[config.mk]
export PLATFORM = sky130hd
export DESIGN_NAME = clk_div_multi
export DESIGN_NICKNAME = d
export VERILOG_FILES = /design/src/rtl/clk_div_pkg.sv /design/src/rtl/clk_div_chan.sv /design/src/rtl/clk_div_multi.sv
export SDC_FILE = /design/constraint.sdc
export NUM_CORES = 1
export LEC_CHECK = 0
export ABC_CLOCK_PERIOD_IN_PS = 6800
export CORE_ASPECT_RATIO = 0.8
export CORE_MARGIN = 10
export CORE_UTILIZATION = 30
export DETAILED_ROUTE_END_ITERATION = 12
export HOLD_SLACK_MARGIN = 0.15
export PLACE_DENSITY = 0.47
export RECOVER_POWER = 50
export REMOVE_ABC_BUFFERS = 1
export SLEW_MARGIN = 5
export SYNTH_ARGS = -nofsm -noshare
export SYNTH_HDL_FRONTEND = slang
export SYNTH_SLANG_ARGS = --single-unit
[constraint.sdc]
create_clock -name REF_CLK -period 6.8 [get_ports REF_CLK]
set_input_delay 1.36 -clock REF_CLK [delete_from_list [all_inputs] [get_ports REF_CLK]]
set_output_delay 1.36 -clock REF_CLK [all_outputs]
set_load 0.01 [all_outputs]
[src/rtl/clk_div_pkg.sv]
// Shared definitions for the multi-channel clock divider: default ratio
// width, reset ratio, smallest dividing ratio and the channel state encoding.
package clk_div_pkg;

  localparam int DEF_WIDTH = 8;
  localparam int DEF_RATIO = 2;
  // Ratios below this value put a channel into bypass (OUT_CLK = REF_CLK).
  localparam int MIN_RATIO = 2;

  typedef enum logic [1:0] {
    ST_IDLE     = 2'd0,  // parked at cnt=0 with the output high
    ST_RUN      = 2'd1,  // dividing
    ST_STOPPING = 2'd2   // enable dropped, finishing the current period
  } ch_state_t;

endpackage

[src/rtl/clk_div_chan.sv]
// One divider channel: period counter, shadow/active ratio pair and the
// IDLE -> RUN -> STOPPING -> IDLE state machine.
// Optional feature macro: CLK_DIV_PHASE_ALIGN_EN adds the sync restart input.
module clk_div_chan
  import clk_div_pkg::*;
#(
  parameter int WIDTH         = DEF_WIDTH,
  parameter int DEFAULT_RATIO = DEF_RATIO
) (
  input  logic             REF_CLK,
  input  logic             RST,
`ifdef CLK_DIV_PHASE_ALIGN_EN
  input  logic             sync,
`endif
  input  logic             en,
  input  logic [WIDTH-1:0] ratio_in,
  input  logic             ratio_ld,
  output logic             out_clk,
  output logic             tick,
  output logic             ratio_pend,
  output logic             running
);

  ch_state_t        state_reg, state_next;
  logic [WIDTH-1:0] cnt_reg, cnt_next;
  logic [WIDTH-1:0] act_reg, act_next;
  logic [WIDTH-1:0] shadow_reg, shadow_next;
  logic             div_reg, div_next;
  logic             tick_reg, tick_next;
  logic             pend_reg, pend_next;
  logic             active, at_end, wrap, apply, bypass_next;
  logic [WIDTH:0]   half_next;

  // Next-state decode: ratio hand-over, counter, FSM and the registered outputs
  always_comb begin
    active = (state_reg != ST_IDLE);
    at_end = (cnt_reg == (act_reg - WIDTH'(1)));
`ifdef CLK_DIV_PHASE_ALIGN_EN
    // A sync pulse acts as a forced wrap; coinciding with a real wrap it is one.
    wrap = active && (at_end || sync);
`else
    wrap = active && at_end;
`endif
    // Pending ratio goes live at a period boundary, or at once when not dividing.
    apply       = pend_reg && (!active || wrap);
    act_next    = apply ? shadow_reg : act_reg;
    shadow_next = ratio_ld ? ratio_in : shadow_reg;
    // A load in the apply cycle keeps the new value pending behind the old one.
    pend_next   = ratio_ld || (pend_reg && !apply);
    bypass_next = (act_next < WIDTH'(MIN_RATIO));

    state_next = state_reg;
    if (bypass_next) begin
      state_next = ST_IDLE;
    end else begin
      case (state_reg)
        ST_IDLE:     if (en) state_next = ST_RUN;
        ST_RUN,
        ST_STOPPING: begin
          if (en)        state_next = ST_RUN;
          else if (wrap) state_next = ST_IDLE;
          else           state_next = ST_STOPPING;
        end
        default:     state_next = ST_IDLE;
      endcase
    end

    // First cycle after enable sits at cnt=0; parking also returns to 0.
    cnt_next  = (active && !wrap && (state_next != ST_IDLE)) ? cnt_reg + WIDTH'(1) : '0;
    half_next = ({1'b0, act_next} + (WIDTH + 1)'(1)) >> 1;
    div_next  = (state_next == ST_IDLE) || ({1'b0, cnt_next} < half_next);
    // Only a real period start ticks, never the enable cycle itself.
    tick_next = active && (state_next != ST_IDLE) && (cnt_next == '0);
  end

  // Channel state register with synchronous reset
  always_ff @(posedge REF_CLK) begin
    if (RST) begin
      state_reg  <= ST_IDLE;
      cnt_reg    <= '0;
      act_reg    <= WIDTH'(DEFAULT_RATIO);
      shadow_reg <= WIDTH'(DEFAULT_RATIO);
      div_reg    <= 1'b1;
      tick_reg   <= 1'b0;
      pend_reg   <= 1'b0;
    end else begin
      state_reg  <= state_next;
      cnt_reg    <= cnt_next;
      act_reg    <= act_next;
      shadow_reg <= shadow_next;
      div_reg    <= div_next;
      tick_reg   <= tick_next;
      pend_reg   <= pend_next;
    end
  end

  // Ratios 0 and 1 pass the reference clock straight through.
  assign out_clk    = (act_reg < WIDTH'(MIN_RATIO)) ? REF_CLK : div_reg;
  assign tick       = tick_reg;
  assign ratio_pend = pend_reg;
  assign running    = (state_reg != ST_IDLE);

endmodule

[src/rtl/clk_div_multi.sv]
// Multi-channel programmable clock divider: NUM_CH independent channels
// driven from REF_CLK, each with its own ratio slice, load strobe and enable.
// Optional feature macro: CLK_DIV_PHASE_ALIGN_EN adds the SYNC port, which
// restarts every running channel at cnt=0 on the following cycle.
module clk_div_multi
  import clk_div_pkg::*;
#(
  parameter int NUM_CH        = 4,
  parameter int WIDTH         = DEF_WIDTH,
  parameter int DEFAULT_RATIO = DEF_RATIO
) (
  input  logic                    REF_CLK,
  input  logic                    RST,
`ifdef CLK_DIV_PHASE_ALIGN_EN
  input  logic                    SYNC,
`endif
  input  logic [NUM_CH-1:0]       CH_EN,
  input  logic [NUM_CH*WIDTH-1:0] RATIO_IN,
  input  logic [NUM_CH-1:0]       RATIO_LD,
  output logic [NUM_CH-1:0]       OUT_CLK,
  output logic [NUM_CH-1:0]       TICK,
  output logic [NUM_CH-1:0]       RATIO_PEND,
  output logic [NUM_CH-1:0]       RUNNING
);

  // One channel per bit, each taking its own slice of the flat ratio bus
  generate
    for (genvar gi = 0; gi < NUM_CH; gi++) begin : g_chan
      clk_div_chan #(
        .WIDTH         (WIDTH),
        .DEFAULT_RATIO (DEFAULT_RATIO)
      ) u_chan (
        .REF_CLK    (REF_CLK),
        .RST        (RST),
`ifdef CLK_DIV_PHASE_ALIGN_EN
        .sync       (SYNC),
`endif
        .en         (CH_EN[gi]),
        .ratio_in   (RATIO_IN[gi*WIDTH +: WIDTH]),
        .ratio_ld   (RATIO_LD[gi]),
        .out_clk    (OUT_CLK[gi]),
        .tick       (TICK[gi]),
        .ratio_pend (RATIO_PEND[gi]),
        .running    (RUNNING[gi])
      );
    end
  endgenerate

endmodule

## Yosys cells after proc, flatten, opt, wreduce, memory -nomap -nowiden

Cells that the tools add are included.

| cells by class | value |
|---|---|
| mux-type cells | 32 |
| magnitude comparators | 12 |
| equality and inequality tests | 12 |
| add/subtract/negate cells | 12 |
| reduce and logical (&&, ||, !) cells | 76 |

Operator list:

| operator | count |
|---|---|
| $lt 8x2->1 const B | 8 |
| $mux 8 | 8 |
| $add 8x1->9 const B | 4 |
| $add 8x1->8 const B | 4 |
| $eq 8x8->1 | 4 |
| $logic_not 8->1 | 4 |
| $lt 8x8->1 | 4 |
| $mux 2 | 16 |
| $sub 8x1->8 const B | 4 |
| $logic_and 1x1->1 | 28 |
| $logic_not 2->1 | 8 |
| $pmux 2 s2 | 4 |
| $reduce_bool 2->1 | 8 |
| $logic_not 1->1 | 12 |
| $logic_or 1x1->1 | 12 |
| $eq 2x1->1 const B | 4 |
| $eq 2x2->1 const B | 4 |
| $reduce_or 2->1 | 4 |
| $mux 1 | 4 |

| storage, ports and cells | value |
|---|---|
| output and inout port bits | 16 |
| logic and storage cells | 172 |
| register bits after elaboration | 116 |

## Logic depth before layout (Yosys ltp)

| depth | value |
|---|---|
| depth after elaboration | 13 |
| gate-level depth with buffers | 21 |

## Cells and area by module

From an unflattened synthesis, not the netlist that was laid out.

| second synthesis, totals | value |
|---|---|
| cell total of the unflattened synthesis | 988 |
| area, all modules | 8174.1 um2 |

By module, submodules not included:

| module | seq. area each (um2) | times used | area each (um2) | cells each |
|---|---|---|---|---|
| clk_div_chan (g_chan[0].u_chan ...) | 580.6 | 3 | 2064.5 | 249 |
| clk_div_chan (g_chan[2].u_chan) | 580.6 | 1 | 1980.6 | 241 |

==> impl_metrics.json <==
{
  "comb_power_share_pct": 21.4,
  "coreArea_sq_um": 25200,
  "hold_viol": 0,
  "crit_chain": "clkbuf_16, clkbuf_16, mux2_2, clkdlybuf4s50_1",
  "initial_utilization_pct": 30.3,
  "critPathArrivalTime_ns": 4.42,
  "slew_violations": 0,
  "cts.reportedPaths.clkPinSlew_ns": 0.06,
  "nNetsFinal": 1046,
  "cts_resized": 0,
  "hpwl_um": 14500,
  "switching_share_pct": 30.2,
  "setup_tns_ns": 0,
  "area_delta_synth_final_pct": 17.5,
  "power_frac_clock_pct": 45.1,
  "grt_pass1_wl_um": 32600,
  "synth.avg_cell_area_sq_um": 8.14,
  "preCtsSetupSlack_ns": 1.33,
  "wl_um": 19600,
  "async_reset_ff_share_pct": 0,
  "cp.required_ns": 5.44,
  "port_buffers": 57,
  "num_io_pins": 58,
  "synthTopCellsByArea": "dfxtp_1, ha_1, nor2_1, xnor2_1, mux2i_1",
  "fp-row-count": 52,
  "crit_type": "clk -> out",
  "setup_viol": 0,
  "fin_ws_ns": 1.02,
  "grt_max_degree": 48,
  "tightestPinTransition_ns": 1.08,
  "track_usage_pct": 12.6,
  "drt-initial-drc-count": 415,
  "fp.dieW_um": 198,
  "nFillCells": 2578,
  "power.switching_uw": 711,
  "synth_area_sq_um": 7640,
  "postCtsSetupBuffers": 0,
  "cp-end-kind": "output pin",
  "overflow": 0,
  "grt_pass1_vias": 6313,
  "dr_total_vias": 6340,
  "drv_cap": 0,
  "gp_congestion": 0.833,
  "synth_cell_type_count": 66,
  "clock_latency_ns": 0.53,
  "relSlewSlack_pct": 27.8,
  "drive_gt1_share_pct": 6.08,
  "syn_inst": 938,
  "critPathMaxStageDelay_ns": 0.48,
  "synth-edff-count": 0,
  "ir_drop_mv": 0.208,
  "die_h_um": 163,
  "wire_per_inst_um": 15.2,
  "viasPerCell": 4.90,
  "path_common_cell": "clkbuf_16",
  "diodes": 0,
  "path_max_fanout": 3,
  "worstSetupStartpointType": "clock port",
  "dieArea_sq_um": 32300,
  "synth.largest_area_cell": "dfxtp_1",
  "internal-power_uw": 1640,
  "status": "finished, final reports clean",
  "first_pass_iters": 5,
  "finalClockSkew_ns": 0.00791,
  "p_seq_share_pct": 33.5,
  "synth_top_area_share_pct": 30.4,
  "ys_ff_latch": 116,
  "p_leak_uw": 0.00354,
  "rsz0062_at_grt": "false",
  "hold_path.class": "reg -> reg",
  "drcViolationCount": 0,
  "worst_path_max_delay_cell": "clkdlybuf4s50_1",
  "grt_antenna_before_repair": 1,
  "cts_tree": "built",
  "ctsHoldBuffers": 0,
  "ant_nets": 0,
  "ys_warn_count": 0,
  "seq_area_frac_synth_pct": 30.4,
  "synth_top_flop_cell": "dfxtp_1",
  "power_density_nw_per_um2": 262
}
critical path: cells and delay by family:
family / cells / cell delay, ns
buffers and inverters: 3 / 0.76
muxes: 1 / 0.26
power by group through the flow:
stage / registers, uW / logic [uW] / clock network [uW]
finish: 787 / 503 / 1060
global route: 796 / 565 / 1130
CTS: 786 / 512 / 1110
detailed placement: 801 / 508 / 19.1
global placement: 802 / 513 / 19.1
floorplan: 785 / 345 / 9.28
cell families (layout without fill, tap and decap cells):
kind of cell	after synthesis	in the layout	synth area share (%)
AO/OA/AOI/OAI	130	130	11.3
XOR/XNOR	102	102	11.7
adder cells (fa/ha/maj)	48	48	7.87
buffers and inverters	101	133	6.11
flip-flops	116	116	30.4
multiplexers	61	61	8.18
AND/OR/NAND/NOR	380	380	24.4
cell usage after synthesis (all sizes together) (2+ instances only):
cell and number:
a2111oi 2, a211o 5, a211oi 6, a21o 10, a21oi 38, a2bb2oi 2
a311oi 2, a31o 2, a31oi 8, a32oi 2, a41o 2, a41oi 6
and2 5, and3 13, and3b 2, and4 7, buf 29, clkbuf 36
dfxtp 116, ha 48, inv 36, mux2 11, mux2i 50, nand2 40
nand2b 11, nand3 43, nand3b 3, nand4 17, nor2 153, nor2b 14
nor3 30, nor3b 2, nor4 12, nor4b 2, o211ai 2, o21a 3
o21ai 26, o311a 2, or2 10, or3 6, or4 7, xnor2 59
xor2 43
per-stage QoR:
stage	utilization (%)	std cells	area, sq um	total power [uW]	hold WS (ns)
floorplan	-	873	7300	1140	0.464
global placement	33.0	1257	8300	1330	0.491
detailed placement	33.0	1257	8300	1330	0.489
CTS	35.7	1294	8980	2400	0.498
global route	35.6	1294	8970	2490	0.531
finish	35.6	1294	8970	2350	0.497
final cells by class:
cell class | count | area [sq um] | area share (%)
clock inverter | 10 | 133 | 1.48
tap | 324 | 405 | 4.52
inverter | 36 | 135 | 1.51
timing repair buffer | 56 | 544 | 6.07
multi-input combinational | 721 | 4840 | 54.0
clock buffer | 31 | 588 | 6.56
sequential | 116 | 2320 | 25.9
cell usage in the layout, fill, tap and decap left out, drive strengths merged, types with 8 or more instances in the layout:
| master | instances |
|---|---|
| xnor2 | 59 |
| ha | 48 |
| mux2 | 11 |
| nor2 | 153 |
| a21oi | 38 |
| nand4 | 17 |
| or2 | 10 |
| nand3 | 43 |
| xor2 | 43 |
| o21ai | 26 |
| dfxtp | 116 |
| nor3 | 30 |
| clkbuf | 28 |
| and3 | 13 |
| nor4 | 12 |
| a31oi | 8 |
| inv | 36 |
| a21o | 10 |
| clkdlybuf4s50 | 45 |
| nand2 | 40 |
| dlygate4sd3 | 11 |
| nand2b | 11 |
| mux2i | 50 |
| nor2b | 14 |
metal layers:
| metal | track usage, % | wire length, um |
|---|---|---|
| met5 | 0 | 13 |
| met4 | 4.85 | 342 |
| met3 | 4.21 | 1020 |
| met2 | 17.9 | 8130 |
| met1 | 17.1 | 10100 |
final timing paths:
kind	startpoint	end	slack, ns	cells past startpoint
worst min register to register	g_chan[0].u_chan.state_reg[1]	g_chan[0].u_chan.state_reg[1]	0.50	2
worst min-delay path	g_chan[0].u_chan.state_reg[1]	g_chan[0].u_chan.state_reg[1]	0.50	2
worst max-delay path	REF_CLK	OUT_CLK[1]	1.02	4
worst max register to register	g_chan[3].u_chan.act_reg[2]	g_chan[3].u_chan.div_reg	1.58	17
No activity file was read; power rests on OpenSTA's default activity.
